### src/rtl/bin2bcd_seq_if.sv
// ---------------------------------------------------------------------------
// bin2bcd_seq_if
// Request/result bundle for the sequential binary-to-BCD converter.
//   I_Start  requester -> converter  conversion request (taken only when idle)
//   I_Bin    requester -> converter  32-bit unsigned value to convert
//   O_Busy   converter -> requester  conversion in progress
//   O_Done   converter -> requester  one-cycle strobe, result valid
//   O_Bcd    converter -> requester  8 packed BCD digits, [3:0] least significant
//   O_Ovf    converter -> requester  value exceeded 99,999,999
// ---------------------------------------------------------------------------
interface bin2bcd_seq_if;
  logic        I_Start;
  logic [31:0] I_Bin;
  logic        O_Busy;
  logic        O_Done;
  logic [31:0] O_Bcd;
  logic        O_Ovf;

  modport master (
    output I_Start, I_Bin,
    input  O_Busy, O_Done, O_Bcd, O_Ovf
  );

  modport slave (
    input  I_Start, I_Bin,
    output O_Busy, O_Done, O_Bcd, O_Ovf
  );
endinterface

### src/rtl/bin2bcd_seq.sv
// ---------------------------------------------------------------------------
// bin2bcd_seq
// Sequential 32-bit binary to BCD converter (shift-and-add-3, one bit per
// clock). A conversion takes 32 SHIFT cycles followed by one DONE cycle.
// Ports:
//   Clk    system clock, rising edge
//   Reset  asynchronous, active-high reset
//   bus    bin2bcd_seq_if.slave (I_Start, I_Bin in; O_Busy, O_Done, O_Bcd,
//          O_Ovf out)
// Parameter:
//   SATURATE  1: overflowing values read as 32'h99999999
//             0: overflowing values show their low 8 decimal digits
// ---------------------------------------------------------------------------
module bin2bcd_seq #(
  parameter bit SATURATE = 1'b1
) (
  input  logic          Clk,
  input  logic          Reset,
  bin2bcd_seq_if.slave  bus
);

  typedef enum logic [1:0] {
    IDLE  = 2'd0,
    SHIFT = 2'd1,
    DONE  = 2'd2
  } state_t;

  state_t      state_q, state_d;
  logic [4:0]  cnt_q, cnt_d;
  logic [39:0] acc_q, acc_d;      // 10 BCD digits; digits 9..8 flag overflow
  logic [31:0] bin_q, bin_d;
  logic [31:0] bcd_q, bcd_d;
  logic        ovf_q, ovf_d;

  logic [39:0] acc_corr;
  logic [39:0] acc_shift;
  logic        ovf_next;

  // Add-3 correction on every digit >= 5 so the following doubling carries
  // correctly into the next decimal digit.
  always_comb begin
    acc_corr = acc_q;
    for (int i = 0; i < 10; i++) begin
      if (acc_q[4*i +: 4] >= 4'd5) begin
        acc_corr[4*i +: 4] = acc_q[4*i +: 4] + 4'd3;
      end
    end
  end

  // Accumulator and binary register shift as one 72-bit word.
  assign acc_shift = {acc_corr[38:0], bin_q[31]};
  assign ovf_next  = |acc_shift[39:32];

  // NOTE: every variable gets its hold value before the case statement, so
  // no path leaves one unassigned and no latch is inferred.
  always_comb begin
    state_d = state_q;
    cnt_d   = cnt_q;
    acc_d   = acc_q;
    bin_d   = bin_q;
    bcd_d   = bcd_q;
    ovf_d   = ovf_q;

    unique case (state_q)
      IDLE: begin
        if (bus.I_Start) begin
          bin_d   = bus.I_Bin;
          acc_d   = '0;
          cnt_d   = '0;
          state_d = SHIFT;
        end
      end

      SHIFT: begin
        acc_d = acc_shift;
        bin_d = {bin_q[30:0], 1'b0};
        cnt_d = cnt_q + 5'd1;
        // Counter reads 31 on the edge that performs the 32nd shift.
        if (cnt_q == 5'd31) begin
          state_d = DONE;
          ovf_d   = ovf_next;
          bcd_d   = (SATURATE && ovf_next) ? 32'h9999_9999 : acc_shift[31:0];
        end
      end

      DONE: begin
        state_d = IDLE;
      end

      default: begin
        state_d = IDLE;
      end
    endcase
  end

  // NOTE: state registers use non-blocking assignments so every flop samples
  // the pre-edge value of every other flop.
  always_ff @(posedge Clk or posedge Reset) begin
    if (Reset) begin
      state_q <= IDLE;
      cnt_q   <= '0;
      acc_q   <= '0;
      bin_q   <= '0;
      bcd_q   <= '0;
      ovf_q   <= 1'b0;
    end else begin
      state_q <= state_d;
      cnt_q   <= cnt_d;
      acc_q   <= acc_d;
      bin_q   <= bin_d;
      bcd_q   <= bcd_d;
      ovf_q   <= ovf_d;
    end
  end

  // Status decoded straight from the state register, so Reset clears them
  // without waiting for an edge.
  assign bus.O_Busy = (state_q != IDLE);
  assign bus.O_Done = (state_q == DONE);
  assign bus.O_Bcd  = bcd_q;
  assign bus.O_Ovf  = ovf_q;

endmodule

### src/flat_wrapper.sv
// flat-port wrapper written by rule: the top's interface ports become plain ports
module bin2bcd_seq_flat 
#(
  parameter bit SATURATE = 1'b1
)
  (Clk, Reset, bus_I_Start, bus_I_Bin, bus_O_Busy, bus_O_Done, bus_O_Bcd, bus_O_Ovf);
  bin2bcd_seq_if bus_i ();
  input  logic Clk;
  input  logic Reset;
  input wire logic [$bits(bus_i.I_Start)-1:0] bus_I_Start;
  input wire logic [$bits(bus_i.I_Bin)-1:0] bus_I_Bin;
  output wire logic [$bits(bus_i.O_Busy)-1:0] bus_O_Busy;
  output wire logic [$bits(bus_i.O_Done)-1:0] bus_O_Done;
  output wire logic [$bits(bus_i.O_Bcd)-1:0] bus_O_Bcd;
  output wire logic [$bits(bus_i.O_Ovf)-1:0] bus_O_Ovf;
  assign bus_i.I_Start = bus_I_Start;
  assign bus_i.I_Bin = bus_I_Bin;
  assign bus_O_Busy = bus_i.O_Busy;
  assign bus_O_Done = bus_i.O_Done;
  assign bus_O_Bcd = bus_i.O_Bcd;
  assign bus_O_Ovf = bus_i.O_Ovf;
  bin2bcd_seq #(.SATURATE(SATURATE)) u_core (.Clk(Clk), .Reset(Reset), .bus(bus_i));
endmodule
### config.mk
export PLATFORM = sky130hd
export DESIGN_NAME = bin2bcd_seq_flat
export DESIGN_NICKNAME = d
export VERILOG_FILES = /design/src/rtl/bin2bcd_seq_if.sv /design/src/rtl/bin2bcd_seq.sv /design/src/flat_wrapper.sv
export SDC_FILE = /design/constraint.sdc
export NUM_CORES = 1
export LEC_CHECK = 0
export BUFFER_PORTS_ARGS = -buffer_cell sky130_fd_sc_hd__buf_2
export CAP_MARGIN = 20
export CORE_ASPECT_RATIO = 1.4
export CORE_MARGIN = 3
export CORE_UTILIZATION = 45
export CTS_BUF_LIST = sky130_fd_sc_hd__clkbuf_2 sky130_fd_sc_hd__clkbuf_4 sky130_fd_sc_hd__clkbuf_8
export DETAILED_ROUTE_END_ITERATION = 7
export PLACE_DENSITY = 0.62
export SYNTH_ARGS = -nofsm -noshare
export SYNTH_HDL_FRONTEND = slang
export SYNTH_SLANG_ARGS = --single-unit
export TNS_END_PERCENT = 30
### constraint.sdc
create_clock -name Clk -period 4.6 [get_ports Clk]
set_input_delay 0.46 -clock Clk [delete_from_list [all_inputs] [get_ports Clk]]
set_output_delay 0.46 -clock Clk [all_outputs]
set_load 0.05 [all_outputs]
==> impl_metrics.json <==
{
  "netSwitchingFraction_pct": 40.5,
  "synth.largest_area_cell": "dfrtp_1",
  "htree_levels": 3,
  "maxSlewHeadroom_pct": 46.6,
  "synth.net_count": 639,
  "cap_violations": 0,
  "grt_start_max_net_pins": 80,
  "grt_first_pass_wirelength_mm": 20.6,
  "crit_chain": "buf_4, inv_2, nor2_4, nand2_4, clkinv_4, nand4_2, a211oi_2, and4_1, a21oi_1",
  "cellPowerDensity_mw_per_mm2": 653,
  "ir_drop_mv": 0.235,
  "synthTopCellsByArea": "dfrtp_1, o21ai_0, nand2_1",
  "final.min_clock_period_ns": 3.04,
  "die_h_um": 137,
  "drive_gt1_share_pct": 20.4,
  "wl_met3_um": 423,
  "ys_ff_latch": 112,
  "wl_per_cell_um": 15.0,
  "start_kind": "register",
  "drc": 0,
  "finalHoldViolations": 0,
  "crit_buf_inv": 3,
  "wl_met2_mm": 6.05,
  "areaGrowthSynthToFinish_pct": 13.7,
  "worstMarginPinSlew_ns": 0.802,
  "fin_nets": 695,
  "synthFlopType": "dfrtp_1",
  "cpLargestDelayFamily": "simple AND/OR/NAND/NOR gates",
  "track_usage_pct": 18.4,
  "met1_length_mm": 5.11,
  "vias_per_cell": 5.44,
  "io_pins": 70,
  "p_seq_share_pct": 39.3,
  "grt-ovfl-total": 0,
  "dp_hpwl_mm": 7.94,
  "grt_pass1_vias": 4344,
  "synth_edf_count": 0,
  "die_area_mm2": 0.0137,
  "critPathCaptureType": "register",
  "rr_startpoint": "u_core.state_q[0]",
  "first_pass_iters": 4,
  "final_design_area_no_fill_mm2": 0.00630,
  "max_stage_delay_ns": 0.76,
  "portBuffers": 69,
  "drv_slew": 0,
  "clk_pin_slew_ns": 0.10,
  "fin_hold_ws_ns": 0.352,
  "worstPathMaxFanout": 37,
  "dpl_cell_area_mm2": 0.00598,
  "ys_warn_count": 0,
  "clockRootBuffer": "clkbuf_8",
  "critPathLaunch": "u_core.state_q[0]",
  "cp.arrival_ns": 3.27,
  "final_cell_mix": "dfrtp_1, o21ai_0, nand2_1, buf_2, a21oi_1",
  "hp-start": "bus_I_Bin[0]",
  "fmax_ghz": 0.329,
  "clk_path_buf_depth": 2,
  "die_w_um": 99.8,
  "p_int_mw": 2.45,
  "gp_congestion": 0.765,
  "fin_ws_ns": 1.56,
  "antenna_found_initial": 0,
  "min_path_type": "input port to register",
  "yosysTopAreaCellShare_pct": 50.5,
  "num_vias": 4293,
  "ant_nets": 0,
  "fin_tns_setup_ns": 0,
  "skew_ns": 0.00805,
  "pre_cts_slack_ns": 1.52,
  "clock-sinks": 112,
  "rsz0062_at_grt": "no",
  "combPwrFrac_pct": 42.6,
  "layout_commonest_cell": "dfrtp_1",
  "power_switching_mw": 1.67,
  "cts_setup_buffers": 0,
  "drtIter0Drc": 191,
  "critPathKind": "register to register",
  "clkPwrFrac_pct": 18.1,
  "syn_area_per_cell_um2": 9.53,
  "setup_viol": 0,
  "synth-async-reset-ratio_pct": 100,
  "cts_tree": "done",
  "core_area_mm2": 0.0119,
  "syn_inst": 582,
  "clk_latency_ns": 0.37,
  "min_period_over_period_pct": 66.1,
  "start_util_pct": 46.5,
  "power.total_mw": 4.11,
  "outcome": "complete, no violations",
  "cp_slowest_cell": "and4_1",
  "power_leakage_nw": 2.86,
  "seq_area_frac_synth_pct": 50.5,
  "rows": 47,
  "required_ns": 4.83,
  "cts_buffers": 9,
  "synth.distinct_cells": 41,
  "totalWireLength_mm": 11.9,
  "topRoutingLayerUsed": "met4",
  "diodes": 0,
  "synth.cell_area_mm2": 0.00555
}
[cells by family after synthesis]
group	synth area share [%]
xor+xnor	1.58
compound gates	20.2
flops	50.5
fa+ha+maj	4.96
simple gates	16.5
buf+inv	4.20
mux	1.99
[state kept, by name, summed over array words and instances, names as in the netlist]
name	count
u_core.acc_q	40
u_core.state_q	2
u_core.bus.O_Bcd	32
u_core.bus.O_Ovf	1
u_core.bin_q	32
u_core.cnt_q	5
[path summary, 6_finish.rpt]
check                                             to  depth (start not counted)  slack [ns]
min in group asynchronous           u_core.bin_q[22]                          3        0.53
max in group asynchronous        u_core.bus.O_Bcd[3]                          5        3.07
worst max register to register  u_core.bus.O_Bcd[23]                          9        1.56
worst min-delay path                 u_core.bin_q[0]                          2        0.35
worst min register to register      u_core.bin_q[24]                          2        0.48
worst max-delay path            u_core.bus.O_Bcd[23]                          9        1.56
[cells in the mapped netlist (10+ instances only)]
cell      count
o21ai_0      90
o21ai_2      10
a31oi_1      25
clkbuf_1     25
inv_1        21
a21oi_2      11
nand2_1      88
ha_1         22
xnor2_1      10
dfrtp_1     112
and2_1       25
nor3b_1      17
nand2b_1     11
nor2_1       20
a21oi_1      38
[power by group through the flow]
stage	clock network (mW)	registers, mW	logic, mW
final	0.744	1.62	1.75
after CTS	0.765	1.62	1.77
after detailed placement	0	1.63	1.77
after global placement	0	1.62	1.70
after floorplan	0	1.74	1.23
after global routing	0.802	1.67	2.00
[worst register-to-register path, stage by stage (launching register included)]
cell	delay [ns]
dfrtp_1	0.33
buf_4	0.30
inv_2	0.29
nor2_4	0.36
nand2_4	0.20
clkinv_4	0.20
nand4_2	0.10
a211oi_2	0.20
and4_1	0.76
a21oi_1	0.16
[layout make-up]
class | instances | area, um^2
inverters | 23 | 93.8
well taps | 147 | 184
clock inverters | 5 | 129
multi-input cells | 415 | 2520
clock buffers | 10 | 131
repair buffers | 77 | 440
flip-flops and latches | 112 | 2800
fillers | 1123 | 5640
[repair_timing]
item,in CTS,in global routing
gates resized for setup,0,0
hold endpoints to repair,0,7
hold buffers,0,1
[stage by stage]
step                util [%]  std cells
finish                  52.8        789
global route            52.8        789
CTS                     52.3        786
detailed placement      50.1        771
global placement        50.1        771
floorplan                  -        582
[per-layer routing]
| metal | up-vias | global-route usage, % |
|---|---|---|
| li1 | 2108 | - |
| met1 | 2088 | 22.3 |
| met2 | 79 | 32.7 |
| met3 | 18 | 2.43 |
| met4 | 0 | 7.67 |
| met5 | - | 0 |
Power figures use the tool's default switching activity.
